[src/rtl/mem_stage_waitstate.sv]
// mem_stage_waitstate
// MEM stage of the ARM pipeline: word-addressed data memory behind a
// configurable wait-state access model. A load or store occupies the stage
// for WAIT_CYCLES+1 cycles, during which StallOut freezes every upstream
// stage. The MEM/WB pipeline register is built in. It takes a bubble while
// stalled and captures the instruction on the cycle its access completes.

module mem_stage_waitstate #(
  parameter int N           = 32,   // datapath width (data, address)
  parameter int DEPTH       = 64,   // memory size in N-bit words, power of 2
  parameter int BASE_ADDR   = 1024, // byte address of word 0
  parameter int WAIT_CYCLES = 3     // extra cycles per load/store, 0..15
) (
  input  logic         clk,
  input  logic         rst,            // asynchronous, active-low
  input  logic         WB_ENIn,
  input  logic         MEM_R_ENIn,
  input  logic         MEM_W_ENIn,
  input  logic [3:0]   DestIn,
  input  logic [N-1:0] ALU_ResIn,
  input  logic [N-1:0] Value_RmIn,
  output logic         StallOut,
  output logic         WB_ENOut,
  output logic         MEM_R_ENOut,
  output logic [3:0]   DestOut,
  output logic [N-1:0] ALU_ResOut,
  output logic [N-1:0] DataMemoryOut,
  output logic         AddrErrOut
);

  localparam int           ADDR_BITS = $clog2(DEPTH);
  localparam logic [N-1:0] BASE      = N'(BASE_ADDR);
  localparam logic [N-1:0] SPAN      = N'(DEPTH * 4);
  localparam bit           HAS_WAIT  = (WAIT_CYCLES > 0);
  // The first stall cycle is spent in IDLE, so BUSY counts one less.
  localparam logic [3:0]   CNT_INIT  = HAS_WAIT ? 4'(WAIT_CYCLES - 1) : 4'd0;

  typedef enum logic {
    IDLE,
    BUSY
  } state_t;

  state_t               state;
  state_t               state_next;
  logic [3:0]           cnt;
  logic [3:0]           cnt_next;

  logic                 req;
  logic [N-1:0]         off;
  logic [ADDR_BITS-1:0] idx;
  logic                 in_range;
  logic                 stall;
  logic                 complete;
  logic                 mem_we;
  logic [N-1:0]         rd_word;
  logic [N-1:0]         load_data;

  logic [N-1:0]         mem [DEPTH];

  // Address decode: byte address relative to the base, wrapping at N bits,
  // so addresses below the base land far out of range.
  always_comb begin
    req      = MEM_R_ENIn | MEM_W_ENIn;
    off      = ALU_ResIn - BASE;
    idx      = off[ADDR_BITS+1:2];
    in_range = (off < SPAN);
  end

  // Wait-state sequencer: next state, countdown and stall/complete strobes.
  // NOTE: every output of this block gets a default before the case, so no
  // path leaves a value unassigned and no latch is inferred.
  always_comb begin
    state_next = state;
    cnt_next   = cnt;
    stall      = 1'b0;
    complete   = 1'b0;
    unique case (state)
      IDLE: begin
        if (req) begin
          if (HAS_WAIT) begin
            stall      = 1'b1;
            cnt_next   = CNT_INIT;
            state_next = BUSY;
          end else begin
            complete   = 1'b1;
          end
        end
      end
      BUSY: begin
        if (cnt != 4'd0) begin
          stall    = 1'b1;
          cnt_next = cnt - 4'd1;
        end else begin
          complete   = 1'b1;
          state_next = IDLE;
        end
      end
      default: state_next = IDLE;
    endcase
  end

  assign StallOut = stall;

  // Memory port controls: reads are combinational so that a combined
  // read/write returns the word as it was before this edge's store.
  always_comb begin
    mem_we    = complete & MEM_W_ENIn & in_range;
    rd_word   = mem[idx];
    load_data = (complete & MEM_R_ENIn & in_range) ? rd_word : '0;
  end

  // Sequencer state register.
  // NOTE: sequential state uses non-blocking assignments so every register
  // samples values from before the edge, independent of block order.
  always_ff @(posedge clk or negedge rst) begin
    if (!rst) begin
      state <= IDLE;
      cnt   <= 4'd0;
    end else begin
      state <= state_next;
      cnt   <= cnt_next;
    end
  end

  // Data memory write port.
  // NOTE: the array deliberately has no reset; clearing it would turn the
  // RAM into flops. Reset still aborts a pending store because it returns
  // the sequencer to IDLE before the completion edge.
  always_ff @(posedge clk) begin
    if (mem_we) begin
      mem[idx] <= Value_RmIn;
    end
  end

  // MEM/WB pipeline register: capture on a non-stalled edge, otherwise
  // insert a bubble by clearing the control flags and holding the payload.
  always_ff @(posedge clk or negedge rst) begin
    if (!rst) begin
      WB_ENOut      <= 1'b0;
      MEM_R_ENOut   <= 1'b0;
      DestOut       <= 4'd0;
      ALU_ResOut    <= '0;
      DataMemoryOut <= '0;
      AddrErrOut    <= 1'b0;
    end else if (!stall) begin
      WB_ENOut      <= WB_ENIn;
      MEM_R_ENOut   <= MEM_R_ENIn;
      DestOut       <= DestIn;
      ALU_ResOut    <= ALU_ResIn;
      DataMemoryOut <= load_data;
      AddrErrOut    <= complete & ~in_range;
    end else begin
      WB_ENOut      <= 1'b0;
      MEM_R_ENOut   <= 1'b0;
      AddrErrOut    <= 1'b0;
    end
  end

endmodule

[config.mk]
export PLATFORM = sky130hd
export DESIGN_NAME = mem_stage_waitstate
export DESIGN_NICKNAME = d
export VERILOG_FILES = /design/src/rtl/mem_stage_waitstate.sv
export SDC_FILE = /design/constraint.sdc
export NUM_CORES = 2
export LEC_CHECK = 0
export BUFFER_PORTS_ARGS = -buffer_cell sky130_fd_sc_hd__buf_4
export CAP_MARGIN = 10
export CORE_MARGIN = 2
export CORE_UTILIZATION = 30
export CTS_BUF_LIST = sky130_fd_sc_hd__clkbuf_16
export DETAILED_ROUTE_END_ITERATION = 8
export PLACE_DENSITY = 0.45
export SKIP_LAST_GASP = 1
export SLEW_MARGIN = 20
export SYNTH_ARGS = -nofsm -noshare
export SYNTH_HDL_FRONTEND = slang
export SYNTH_SLANG_ARGS = --single-unit
[constraint.sdc]
create_clock -name clk -period 3.48 [get_ports clk]
set_clock_uncertainty 0.1 [all_clocks]
set_input_delay 0.348 -clock clk [delete_from_list [all_inputs] [get_ports clk]]
set_output_delay 0.348 -clock clk [all_outputs]
set_load 0.02 [all_outputs]
# Yosys cells after proc, flatten, opt, wreduce, memory -nomap -nowiden
# Memories as Yosys holds them, arrays and structs flattened.
# Cells that the tools add are included.
[word_totals] n_memories=1 elab_cells=38 input_bits=73 ram_bits=2048 out_inout_bits=72 reg_bits=76
[memory_table] memory="mem" words=64 width=32 rd=1 rd_clocked_by_memory_dff=0 write_ports=1 line="58" source="logic [N-1:0] mem [DEPTH];"
[classes] n_eq_ne=2 reduce_logical=2 bitwise=8 muxes=14 magnitude_cmp=1 n_addsub=2
[ops] operator="$lt A32 B9 Y1 const B" n=1
[ops] operator="$mux W32" n=1
[ops] operator="$sub A32 B11 Y32 const B" n=1
[ops] operator="$mux W1" n=8
[ops] operator="$mux W4" n=2
[ops] operator="$pmux W4 S2" n=1
[ops] operator="$and A1 B1 Y1" n=5
[ops] operator="$pmux W1 S2" n=2
[ops] operator="$reduce_bool A4 Y1" n=1
[ops] operator="$sub A4 B1 Y4 const B" n=1
[ops] operator="$ne A2 B1 Y1 const B" n=1
[ops] operator="$ne A2 B2 Y1 const B" n=1
[ops] operator="$not A1 Y1" n=2
[ops] operator="$reduce_and A2 Y1" n=1
[ops] operator="$or A1 B1 Y1" n=1

# Longest topological paths before layout
[logic_depth] depth_word=7 depth_mapped=11 ltp_nobuf=8

# Least setup slack after synthesis
# Ideal clock, no wire load.
[synth_path] path_type="input -> register" start="input ALU_ResIn[13]" end="memory mem[26][0], enable pin" t_required_ns=2.959 cell_stages=7 t_arrival_ns=3.127 path_slack_ns=-0.168 path_buffers=1 setup_time_ns=0.421 path_cell_list="nor4_2 -> nand3_1 -> nor3_2 -> and4_1 -> clkbuf_1 -> nand3_1 -> nor2_1"
[synth_via] elab_chain_len=5
[synth_rtl] element="from (decl)" line="20" source="input logic [N-1:0] ALU_ResIn,"
[synth_rtl] element="$sub A32 B11 Y32" line="64" source="off = ALU_ResIn - BASE;"
[synth_rtl] element="$lt A32 B9 Y1" line="66" source="in_range = (off < SPAN);"
[synth_rtl] element="$and A1 B1 Y1" line="107" source="mem_we = complete & MEM_W_ENIn & in_range;"
[synth_rtl] element="$mux W1" line="130" source="if (mem_we) begin"
[synth_rtl] element="$mux W1 (not written as such)" line="131" source="mem[idx] <= Value_RmIn;"
[synth_rtl] element="to (decl)" line="58"
# Every way passes these cells.

# Worst setup path in the final report
[layout_path] start="register cnt[0]" end="memory mem[46][1], enable pin"
[layout_via] elab_chain_len=7
[layout_rtl] element="from (decl)" line="45" source="logic [3:0] cnt;"
[layout_rtl] element="from (signal assigned)" line="121" source="cnt <= cnt_next;"
[layout_rtl] element="$reduce_bool A4 Y1" line="90" source="if (cnt != 4'd0) begin"
[layout_rtl] element="$mux W1" line="90"
[layout_rtl] element="$pmux W1 S2" line="77" source="unique case (state)"
[layout_rtl] element="$and A1 B1 Y1 (2 in series)" line="107"
[layout_rtl] element="$mux W1" line="130"
[layout_rtl] element="$mux W1 (not written as such)" line="131"
# Every way passes these cells.

==> qor.csv <==
metric;value;unit
wl;332.9;mm
synth_edf_count;2048;
chipWidth;526.1;um
p_leak;0.03239;uW
synthXorXnorAreaFrac;0.01071;%
ys_top_cells_by_area;edfxtp_1, mux4_2, mux2_2;
synth_area;81760;um^2
cts_made_buffers;224;
multi_input_comb_area;16960;um^2
hold_slack;0.003174;ns
synth_area_per_cell;18.62;um^2
gr-total-overflow;0;
worstMarginPinSlew;1.098;ns
syn_nets;4466;
place_ws;0.02692;ns
clkSlewWorstSetupHoldPaths;0.06;ns
fin_ws;0.2233;ns
slew_viol_final;0;
layout-drive-gt1-share;26.06;%
powerDensity;568.9;nW/um^2
num_rows;191;
ys_ff_latch;2124;
pin_count;145;
grt_max_degree;65;
drt_first_pass_iters;6;
required;3.93;ns
area_growth;21.60;%
fill_cells;25230;
yosys_warnings;0;
final-seq-area;63400;um^2
timing.reg2reg.setup_slack;0.22;ns
crit_end;mem[46][1];
max_freq;307.1;MHz
synthMostInstantiatedCell;edfxtp_1;
clockBufferDepth;3;
synthAdderAreaFrac;0.01530;%
grtUsageTotal;23.51;%
first_iter_violations;7133;
hp-class;in -> reg;
fin_crit;3.257;ns
first_global_vias;47730;
vias_per_cell;5.646;
worstSetupStartpoint;cnt[0];
r2r_cells;11;
critPathMaxFanout;14;
synthArstFlopShare;3.578;%
grt_first_pass_wirelength;443.4;mm
start_util;30.17;%
power;56560;uW
fin_nets;5087;
synth_top_cell_by_area;edfxtp_1;
synthCells;4392;
drc;0;
antenna_found_initial;27;
core_area;271000;um^2
wire_per_inst;37.90;um
synth_top_family_by_area;compound AO/OA/AOI/OAI gates;
synth_top_cell_area_share;75.22;%
finalSetupTns;0;ns
synth_commonest_cells;edfxtp_1, o22ai_1, mux2_2, mux2i_1, o221ai_1;
ant_nets;0;
htreeDepth;4;
maxCapViolCount;0;
max_slew_margin;26.79;%
arrival;3.71;ns
cts_tree;yes;
rsz0062_at_grt;false;
synth_compound_area_share;8.796;%
rr_startpoint;cnt[0];
clkLatencyLatePin;0.88;ns
r2r-end;mem[46][1];
postCtsSetupRepairBufs;0;
ir_drop;0.5233;mV
setup_viol;0;
dp_hpwl;211.1;mm
die_y;526.1;um
post-route-period-util;93.58;%
ys.flop_type;edfxtp_1;
clock-sinks;2124;
startpoint_type;flip-flop;
yosysSeqAreaShare;77.54;%
die-area;276700;um^2
finalHoldViolCount;0;
synth.area.mux_share;8.675;%
synth_cell_types;86;
place.gp.congestion;0.8513;
portBuffers;144;
clockRootBuffer;clkbuf_16;
path_class;reg -> reg;
end_kind;flip-flop;
status;finished clean;
synth-simple-area-share;2.450;%
route.vias.total;49600;
stage by stage:
step	utilization, %	instance area [um^2]	cells
3_3_place_gp	33.88	91820	8305
2_1_floorplan	-	81760	4392
3_5_place_dp	33.88	91830	8305
4_1_cts	36.67	99390	8769
5_1_grt	36.68	99410	8775
6_report	36.69	99430	8784
power by group:
part           internal (uW)  switching [uW]
clock                  13000           10300
combinational           1680            3140
sequential             28300             149
total                  43000           13600
layer usage:
layer	GRT usage, %	up-vias	part of all wire, %	wire length [um]
li1	-	19580	-	-
met1	33.31	26910	43	143600
met2	36.82	2641	46	152200
met3	4.189	461	8.0	26760
met4	6.868	6	3.1	10280
met5	0	-	0.012	41
cell families (layout without fill, tap and decap cells):
group	after synthesis	in the layout
fa+ha+maj	1	1
flops	2124	2124
buf+inv	313	1120
xor+xnor	1	1
simple gates	427	427
compound gates	1018	1018
other cells	0	15
mux	508	508
placed cells by master (no fill, tap or decap), types with 103 or more instances in the layout:
cell / Yosys / final
edfxtp_1: 2048 / 2048
buf_4: 49 / 473
o22ai_1: 311 / 310
clkbuf_16: 0 / 227
mux2_2: 190 / 190
mux2i_1: 184 / 184
buf_12: 11 / 167
o221ai_1: 166 / 166
nand2_1: 143 / 141
o21ai_0: 111 / 111
mux4_2: 105 / 105
a21oi_1: 103 / 103
state kept, by name (all words and copies together), names as in the netlist:
name           count
AddrErrOut         1
DestOut            4
mem             2048
WB_ENOut           1
DataMemoryOut     32
MEM_R_ENOut        1
cnt                4
state              1
ALU_ResOut        32
area by class of cell:
cell class / count / share of cell area, %
repair buffers: 696 / 7.514
flip-flops and latches: 2124 / 63.77
clock buffers: 227 / 5.713
multi-input cells: 1955 / 17.06
inverters: 12 / 0.05537
diodes: 15 / 0.03775
clock inverters: 185 / 1.367
well taps: 3570 / 4.492
repair_timing:
item,in CTS,in global routing
hold buffers,52,0
hold endpoints to repair,206,0
resized for setup,0,1
endpoints found under the setup margin,0,1
worst max-delay path: stages (launching register included):
cell      delay (ns)
dfrtp_1         0.38
inv_1           0.09
ha_1            0.17
nand2b_1        0.13
nor3b_1         0.22
buf_4           0.16
and4_1          0.48
buf_4           0.26
nand3_1         0.20
buf_12          0.24
nor2_4          0.24
buf_12          0.23
how the worst min path moves through the flow:
stage,from,endpoint,depth (start not counted)
after floorplan,rst,ALU_ResOut[0],0
after global placement,DestOut[3],DestOut[3],1
after detailed placement,ALU_ResOut[8],ALU_ResOut[8],1
after CTS,Value_RmIn[3],mem[11][3],1
after global routing,Value_RmIn[1],mem[20][1],1
final,Value_RmIn[15],mem[2][15],1
(Power assumes the default switching activity.)
